--- src/rtl/fetch_pkg.sv ---
// Shared types and widths for the instruction-fetch stage.
package fetch_pkg;

    localparam int INST_W = 32;
    localparam int ADDR_W = 32;

    typedef enum logic [1:0] {
        S_REQ     = 2'd0,
        S_WAIT    = 2'd1,
        S_DISCARD = 2'd2
    } fetch_state_t;

    typedef struct packed {
        logic [INST_W-1:0] inst;
        logic [ADDR_W-1:0] pc;
    } fetch_entry_t;

endpackage

--- src/rtl/fetch_stage_if.sv ---
// Bundles the instruction-memory port, the execute redirect and the downstream instruction port.
interface fetch_stage_if;
    import fetch_pkg::*;

    // Handshakes: a transfer happens on a rising edge where valid (imem_req / inst_valid)
    // and ready (imem_ready / inst_ready) are both 1; address and payload hold while valid && !ready.
    logic              imem_req;
    logic [ADDR_W-1:0] imem_addr;
    logic              imem_ready;
    logic              imem_rvalid;
    logic [INST_W-1:0] imem_rdata;
    logic              redirect;
    logic [ADDR_W-1:0] redirect_pc;
    logic              inst_valid;
    logic [INST_W-1:0] inst;
    logic [ADDR_W-1:0] inst_pc;
    logic              inst_ready;

    modport master (
        output imem_req, imem_addr, inst_valid, inst, inst_pc,
        input  imem_ready, imem_rvalid, imem_rdata, redirect, redirect_pc, inst_ready
    );

    modport slave (
        input  imem_req, imem_addr, inst_valid, inst, inst_pc,
        output imem_ready, imem_rvalid, imem_rdata, redirect, redirect_pc, inst_ready
    );

endinterface

--- src/rtl/fetch_fifo.sv ---
// Small synchronous FIFO of fetched {inst, pc} entries; flush beats push and pop.
module fetch_fifo
    import fetch_pkg::*;
#(
    parameter int DEPTH = 2,
    parameter int CNT_W = $clog2(DEPTH + 1)
) (
    input  logic             clk,
    input  logic             rst,
    input  logic             i_push,
    input  fetch_entry_t     i_push_data,
    input  logic             i_pop,
    input  logic             i_flush,
    output logic [CNT_W-1:0] o_count,
    output fetch_entry_t     o_head
);

    localparam int PTR_W = (DEPTH > 1) ? $clog2(DEPTH) : 1;

    fetch_entry_t     r_mem [DEPTH];
    logic [PTR_W-1:0] r_wr_ptr;
    logic [PTR_W-1:0] r_rd_ptr;
    logic [CNT_W-1:0] r_count;

    function automatic logic [PTR_W-1:0] ptr_inc(input logic [PTR_W-1:0] p);
        return (p == PTR_W'(DEPTH - 1)) ? '0 : p + 1'b1;
    endfunction

    always_ff @(posedge clk) begin
        if (rst || i_flush) begin
            r_wr_ptr <= '0;
            r_rd_ptr <= '0;
            r_count  <= '0;
        end else begin
            if (i_push) r_wr_ptr <= ptr_inc(r_wr_ptr);
            if (i_pop)  r_rd_ptr <= ptr_inc(r_rd_ptr);
            case ({i_push, i_pop})
                2'b10:   r_count <= r_count + 1'b1;
                2'b01:   r_count <= r_count - 1'b1;
                default: r_count <= r_count;
            endcase
        end
    end

    // Storage needs no reset: it is only visible through r_count.
    always_ff @(posedge clk) begin
        if (!rst && !i_flush && i_push) r_mem[r_wr_ptr] <= i_push_data;
    end

    assign o_count = r_count;
    assign o_head  = (r_count != '0) ? r_mem[r_rd_ptr] : '0;

endmodule

--- src/rtl/fetch_stage.sv ---
// Instruction fetch: single-outstanding memory requests, buffered responses, branch redirect.
module fetch_stage
    import fetch_pkg::*;
#(
    parameter logic [ADDR_W-1:0] RESET_PC   = 32'h0000_0000,
    parameter int                PC_STEP    = 4,
    parameter int                FIFO_DEPTH = 2
) (
    input  logic          clk,
    input  logic          rst,
    fetch_stage_if.master fs,
    output fetch_state_t  o_dbg_state
);

    localparam int CNT_W = $clog2(FIFO_DEPTH + 1);

    fetch_state_t      r_state;
    fetch_state_t      w_next_state;
    logic [ADDR_W-1:0] r_pc;
    logic [ADDR_W-1:0] r_req_pc;
    logic [CNT_W-1:0]  w_count;
    fetch_entry_t      w_head;
    fetch_entry_t      w_push_data;
    logic              w_req;
    logic              w_inst_valid;
    logic              w_accept;
    logic              w_push;
    logic              w_pop;

    always_ff @(posedge clk) begin
        if (rst) r_state <= S_REQ;
        else     r_state <= w_next_state;
    end

    always_comb begin
        w_next_state = r_state;
        case (r_state)
            S_REQ: begin
                if (!fs.redirect && w_accept) w_next_state = S_WAIT;
            end
            S_WAIT: begin
                if (fs.imem_rvalid)      w_next_state = S_REQ;
                else if (fs.redirect)    w_next_state = S_DISCARD;
            end
            S_DISCARD: begin
                if (fs.imem_rvalid) w_next_state = S_REQ;
            end
            default: w_next_state = S_REQ;
        endcase
    end

    // A request is only issued with a free FIFO slot, which reserves room for its response.
    always_comb begin
        w_req        = (r_state == S_REQ) && (w_count < CNT_W'(FIFO_DEPTH)) && !fs.redirect && !rst;
        w_inst_valid = (w_count != '0) && !fs.redirect && !rst;
    end

    assign w_accept    = w_req && fs.imem_ready;
    assign w_push      = (r_state == S_WAIT) && fs.imem_rvalid && !fs.redirect;
    assign w_pop       = w_inst_valid && fs.inst_ready;
    assign w_push_data = '{inst: fs.imem_rdata, pc: r_req_pc};

    always_ff @(posedge clk) begin
        if (rst) begin
            r_pc     <= RESET_PC;
            r_req_pc <= '0;
        end else if (fs.redirect) begin
            r_pc <= fs.redirect_pc;
        end else if (w_accept) begin
            r_req_pc <= r_pc;
            r_pc     <= r_pc + ADDR_W'(PC_STEP);
        end
    end

    fetch_fifo #(
        .DEPTH (FIFO_DEPTH)
    ) u_fifo (
        .clk         (clk),
        .rst         (rst),
        .i_push      (w_push),
        .i_push_data (w_push_data),
        .i_pop       (w_pop),
        .i_flush     (fs.redirect),
        .o_count     (w_count),
        .o_head      (w_head)
    );

    assign fs.imem_req   = w_req;
    assign fs.imem_addr  = r_pc;
    assign fs.inst_valid = w_inst_valid;
    assign fs.inst       = rst ? '0 : w_head.inst;
    assign fs.inst_pc    = rst ? '0 : w_head.pc;
    assign o_dbg_state   = r_state;

    // A response with nothing outstanding means the memory broke the protocol.
    a_no_rvalid_in_req: assert property (@(posedge clk) disable iff (rst)
        !((r_state == S_REQ) && fs.imem_rvalid));

endmodule

--- src/flat_wrapper.sv ---
// flat-port wrapper written by rule: the top's interface ports become plain ports
module fetch_stage_flat import fetch_pkg::*;
#(
    parameter logic [ADDR_W-1:0] RESET_PC   = 32'h0000_0000,
    parameter int                PC_STEP    = 4,
    parameter int                FIFO_DEPTH = 2
)
  (clk, rst, o_dbg_state, fs_imem_req, fs_imem_addr, fs_inst_valid, fs_inst, fs_inst_pc, fs_imem_ready, fs_imem_rvalid, fs_imem_rdata, fs_redirect, fs_redirect_pc, fs_inst_ready);
  fetch_stage_if fs_i ();
  input  logic clk;
  input  logic rst;
  output fetch_state_t o_dbg_state;
  output wire logic [$bits(fs_i.imem_req)-1:0] fs_imem_req;
  output wire logic [$bits(fs_i.imem_addr)-1:0] fs_imem_addr;
  output wire logic [$bits(fs_i.inst_valid)-1:0] fs_inst_valid;
  output wire logic [$bits(fs_i.inst)-1:0] fs_inst;
  output wire logic [$bits(fs_i.inst_pc)-1:0] fs_inst_pc;
  input wire logic [$bits(fs_i.imem_ready)-1:0] fs_imem_ready;
  input wire logic [$bits(fs_i.imem_rvalid)-1:0] fs_imem_rvalid;
  input wire logic [$bits(fs_i.imem_rdata)-1:0] fs_imem_rdata;
  input wire logic [$bits(fs_i.redirect)-1:0] fs_redirect;
  input wire logic [$bits(fs_i.redirect_pc)-1:0] fs_redirect_pc;
  input wire logic [$bits(fs_i.inst_ready)-1:0] fs_inst_ready;
  assign fs_imem_req = fs_i.imem_req;
  assign fs_imem_addr = fs_i.imem_addr;
  assign fs_inst_valid = fs_i.inst_valid;
  assign fs_inst = fs_i.inst;
  assign fs_inst_pc = fs_i.inst_pc;
  assign fs_i.imem_ready = fs_imem_ready;
  assign fs_i.imem_rvalid = fs_imem_rvalid;
  assign fs_i.imem_rdata = fs_imem_rdata;
  assign fs_i.redirect = fs_redirect;
  assign fs_i.redirect_pc = fs_redirect_pc;
  assign fs_i.inst_ready = fs_inst_ready;
  fetch_stage #(.RESET_PC(RESET_PC), .PC_STEP(PC_STEP), .FIFO_DEPTH(FIFO_DEPTH)) u_core (.clk(clk), .rst(rst), .fs(fs_i), .o_dbg_state(o_dbg_state));
endmodule
--- config.mk ---
export PLATFORM = sky130hd
export DESIGN_NAME = fetch_stage_flat
export DESIGN_NICKNAME = d
export VERILOG_FILES = /design/src/rtl/fetch_pkg.sv /design/src/rtl/fetch_stage_if.sv /design/src/rtl/fetch_fifo.sv /design/src/rtl/fetch_stage.sv /design/src/flat_wrapper.sv
export SDC_FILE = /design/constraint.sdc
export NUM_CORES = 1
export LEC_CHECK = 0
export ABC_AREA = 1
export CELL_PAD_IN_SITES_DETAIL_PLACEMENT = 1
export CELL_PAD_IN_SITES_GLOBAL_PLACEMENT = 2
export CORE_UTILIZATION = 32
export DETAILED_ROUTE_END_ITERATION = 10
export MAX_ROUTING_LAYER = met4
export PLACE_DENSITY_LB_ADDON = 0.1
export SYNTH_ARGS = -nofsm -noshare
export SYNTH_HDL_FRONTEND = slang
export SYNTH_HIERARCHICAL = 1
export SYNTH_SLANG_ARGS = --single-unit
--- constraint.sdc ---
create_clock -name clk -period 7.1 [get_ports clk]
set_clock_uncertainty 0.2 [all_clocks]
set_input_delay 0.71 -clock clk [delete_from_list [all_inputs] [get_ports clk]]
set_output_delay 0.71 -clock clk [all_outputs]
set_load 0.05 [all_outputs]
==> PnR_summary.wiki <==
{| class="wikitable"
! Metric !! Value
|-
| Run status || complete, no violations
|-
| Cell mode on critical path || sky130_fd_sc_hd__buf_4
|-
| Number of pins with negative max-slew slack in the final report || 0
|-
| Post-synthesis average cell area || 8.94 µm²
|-
| Clock sink count || approximately 200
|-
| Maximum VDD drop || ~0.13 mV
|-
| Vertical die dimension || 172 µm
|-
| Global-route total usage across every layer || 0.173
|-
| Hpwl dp || ~16 mm
|-
| Worst EP required || between 6 and 7 ns
|-
| Site Rows || 61
|-
| Data arrival time of the critical path || 3.25 ns
|-
| Chip Width || 172 µm
|-
| FF+latch area || 0.00527 mm²
|-
| Total clock buffers created by CTS || 17
|-
| Post-CTS Setup Inserts || 0
|-
| Wirelength, routed || ~24 mm
|-
| Setup TNS after final layout || 0 ns
|-
| Total die area || 0.0295 mm²
|-
| Hold buffers post-CTS || 0
|-
| Total power || 2420 µW
|-
| Shortest period the worst path allows || 4.16 ns
|-
| Overflow left after global routing || 0
|-
| Startpoint-to-endpoint class of the critical path || flip-flop to primary output
|-
| Share of synthesized area occupied by flip-flops and latches || 0.572
|-
| Max Cap Viol || 0
|-
| Count of nets after finishing || ~1300
|-
| CTS H-Tree Depth || 4
|-
| Number of placed I/O pins || 170
|-
| Leak pwr || just over 0.004 µW
|-
| Area of the multi-input gates || roughly 0.0031 mm²
|-
| Worst Max-Slew Pin Slew || around 1.1 ns
|-
| Cell type with the largest total area after synthesis || sky130_fd_sc_hd__edfxtp_1
|-
| Wirelength per Cell || around 15 µm
|-
| Core outline area || 0.0280 mm²
|-
| Delay of the slowest critical-path stage || 0.84 ns
|-
| Share of final-layout standard cells stronger than drive strength 1 || 0.0999
|-
| Final ANT Viol Nets || 0
|-
| Cells after Synth || 1030
|-
| Final cycle utilization of the critical path || 0.586
|-
| Antenna violations before repair || 0
|-
| Pwr/cell area || 207 mW/mm²
|-
| Number of global-route vias before repair || 6884
|-
| Area added between synthesis and finish || 27.0%
|-
| Top area cells in the synthesized netlist || sky130_fd_sc_hd__edfxtp_1 (42%), sky130_fd_sc_hd__dfxtp_1 (15%), sky130_fd_sc_hd__nand2_1 (9.8%)
|-
| Post-synth top area share || 0.418
|-
| Number of port buffers || between 150 and 200
|-
| Yosys warning total || 6
|-
| Clock latency reported for the late side of the worst-skew pair || about 0.43 ns
|-
| Element type at the critical path end || primary output
|-
| Final estimated routing congestion in global placement || around 0.78
|-
| CTS tree || yes
|-
| Worst-case clock buffer depth || 2
|-
| Unrepaired setup endpoints after global routing || no
|-
| Setup-failing EPs final || 0
|-
| Average via count per standard cell || 4.49
|-
| Number of synthesized flops with an enable pin || ~130
|-
| Headroom to the max-slew limit || 0.281
|-
| Final hold violations || 0
|-
| Crit-path max FO || 65
|-
| Global-route wire length before repair || 37.7 mm
|-
| Slowest CP cell || sky130_fd_sc_hd__clkdlybuf4s50_1
|-
| Cells along the critical path || buf_4, inv_2, buf_4, nand2_1, a21oi_2, inv_1, nor2_1, clkdlybuf4s50_1
|-
| Initial drt markers || 340
|-
| Effective utilization at floorplan || 0.329
|-
| Clock transition time at the flip-flop clock pins of the worst setup and hold paths || ~0.07 ns
|-
| Synthesized netlist net count || roughly 1100
|-
| Number of storage elements in the synthesis netlist || 199
|-
| Antenna cell count || 0
|-
| DRC || 0
|-
| Post-cts resize count || 0
|-
| Post-synth ARST share || 0
|-
| Top_reg_cell synth || sky130_fd_sc_hd__edfxtp_1
|-
| First-pass iteration count of the detailed router || 4
|-
| Pin count of the biggest net entering global routing || 70
|-
| Worst min-delay path class || flip-flop to flip-flop
|-
| Clock tree root buffer cell || sky130_fd_sc_hd__clkbuf_16
|-
| Filler Cells Inserted || 3314
|-
| Via count || 7048
|-
| Netlist area before placement || 0.00921 mm²
|-
| Number of distinct library cells after synthesis || 34
|-
| Worst setup SP type || flip-flop
|-
| Maximum clock frequency || between 0.2 and 0.25 GHz
|}
## path summary, 6_finish.rpt
check | start | end | slack (ns) | cells after the start
min | u_core/r_req_pc[7]$_SDFFE_PP0P_ | u_core/u_fifo/r_mem[0][7]$_DFFE_PP_ | 0.25 | 0
max reg2reg | u_core/o_dbg_state[0]$_SDFFE_PP0P_ | u_core/u_fifo/r_mem[0][48]$_DFFE_PP_ | 4.32 | 5
min reg2reg | u_core/r_req_pc[7]$_SDFFE_PP0P_ | u_core/u_fifo/r_mem[0][7]$_DFFE_PP_ | 0.25 | 0
max | flip-flop | fs_inst_pc[12] | 2.94 | 8
## power breakdown
part / leakage (µW) / internal (µW) / switching (µW)
Sequential: 0.00180 / 1250 / 27.5
Combinational: 0.00203 / 77.1 / 119
Clock: 0.000276 / 499 / 452
Total: 0.00411 / 1830 / 599
## layout by cell type (no fill, tap or decap), types with 3 or more instances in the layout
cell type / n
sky130_fd_sc_hd__nand4_1: 8
sky130_fd_sc_hd__a21oi_1: 39
sky130_fd_sc_hd__nor2_1: 164
sky130_fd_sc_hd__nor2_4: 4
sky130_fd_sc_hd__xor2_1: 8
sky130_fd_sc_hd__edfxtp_1: 128
sky130_fd_sc_hd__nor2_2: 5
sky130_fd_sc_hd__inv_1: 135
sky130_fd_sc_hd__a211oi_1: 3
sky130_fd_sc_hd__inv_6: 3
sky130_fd_sc_hd__o21ai_0: 53
sky130_fd_sc_hd__clkdlybuf4s50_1: 168
sky130_fd_sc_hd__o21ai_1: 3
sky130_fd_sc_hd__clkbuf_16: 17
sky130_fd_sc_hd__clkinvlp_4: 3
sky130_fd_sc_hd__buf_4: 10
sky130_fd_sc_hd__inv_8: 5
sky130_fd_sc_hd__a21oi_2: 60
sky130_fd_sc_hd__nand3_1: 40
sky130_fd_sc_hd__dfxtp_1: 70
sky130_fd_sc_hd__nand2_1: 240
## stage by stage
stage | utilization | hold slack (ns) | instances | instance area [µm²] | setup slack, ns
6_report | 0.417 | 0.253 | 1569 | 11700 | 2.94
5_1_grt | 0.417 | 0.273 | 1569 | 11700 | 2.64
4_1_cts | 0.417 | 0.260 | 1569 | 11700 | 2.80
3_5_place_dp | 0.397 | 0.241 | 1538 | 11100 | 3.25
3_3_place_gp | 0.397 | 0.234 | 1538 | 11100 | 3.28
2_1_floorplan | - | 0.220 | 1030 | 9210 | 0.844
## registers in the layout, indices dropped and copies added, names as in the netlist, named ones only
name	flops
u_core/fs.imem_addr	32
u_core/r_req_pc	32
u_core/u_fifo/r_wr_ptr	1
u_core/o_dbg_state	2
u_core/u_fifo/r_rd_ptr	1
u_core/u_fifo/o_count	2
u_core/u_fifo/r_mem	128
## final cells by class
cell class	count	share of cell area
inverter	137	0.0441
timing repair buffer	178	0.150
clock inverter	14	0.0131
tap	378	0.0405
clock buffer	17	0.0364
multi-input combinational	646	0.265
sequential	199	0.450
## cell families (layout without fill, tap and decap cells)
group	Yosys count	after routing	synth area share
and+or+nand+nor	472	472	0.209
adders and majority gates	2	2	0.00272
AOI/OAI and AO/OA	162	162	0.114
buffers and inverters	185	346	0.0926
DFF	199	199	0.572
xor gates and xnor gates	10	10	0.00951
## synthesized netlist by cell type (all sizes together) (3+ instances only)
library cell and n:
nand3 41, a211oi 3, xor2 8, clkbuf 24, a21oi 99, o21ai 56
inv 136, nor3 3, nand2 242, buf 24, edfxtp 128, nand4 9
nor2 174, dfxtp 71
## worst max-delay path: cells and delay by family, from the launching register on
family	cells	cell delay (ns)
DFF	1	0.31
buffers and inverters	5	2.02
AOI/OAI and AO/OA	1	0.15
and+or+nand+nor	2	0.32
## metal layers
metal	GRT usage	wire, µm	up-vias	part of all wire
met5	-	0	-	0
met4	0.0505	210	0	0.0087
met3	0.0239	946	13	0.039
met2	0.272	10900	135	0.45
met1	0.233	12000	3295	0.50
li1	-	-	3605	-
Note: power is estimated with default switching activity, not from simulation.
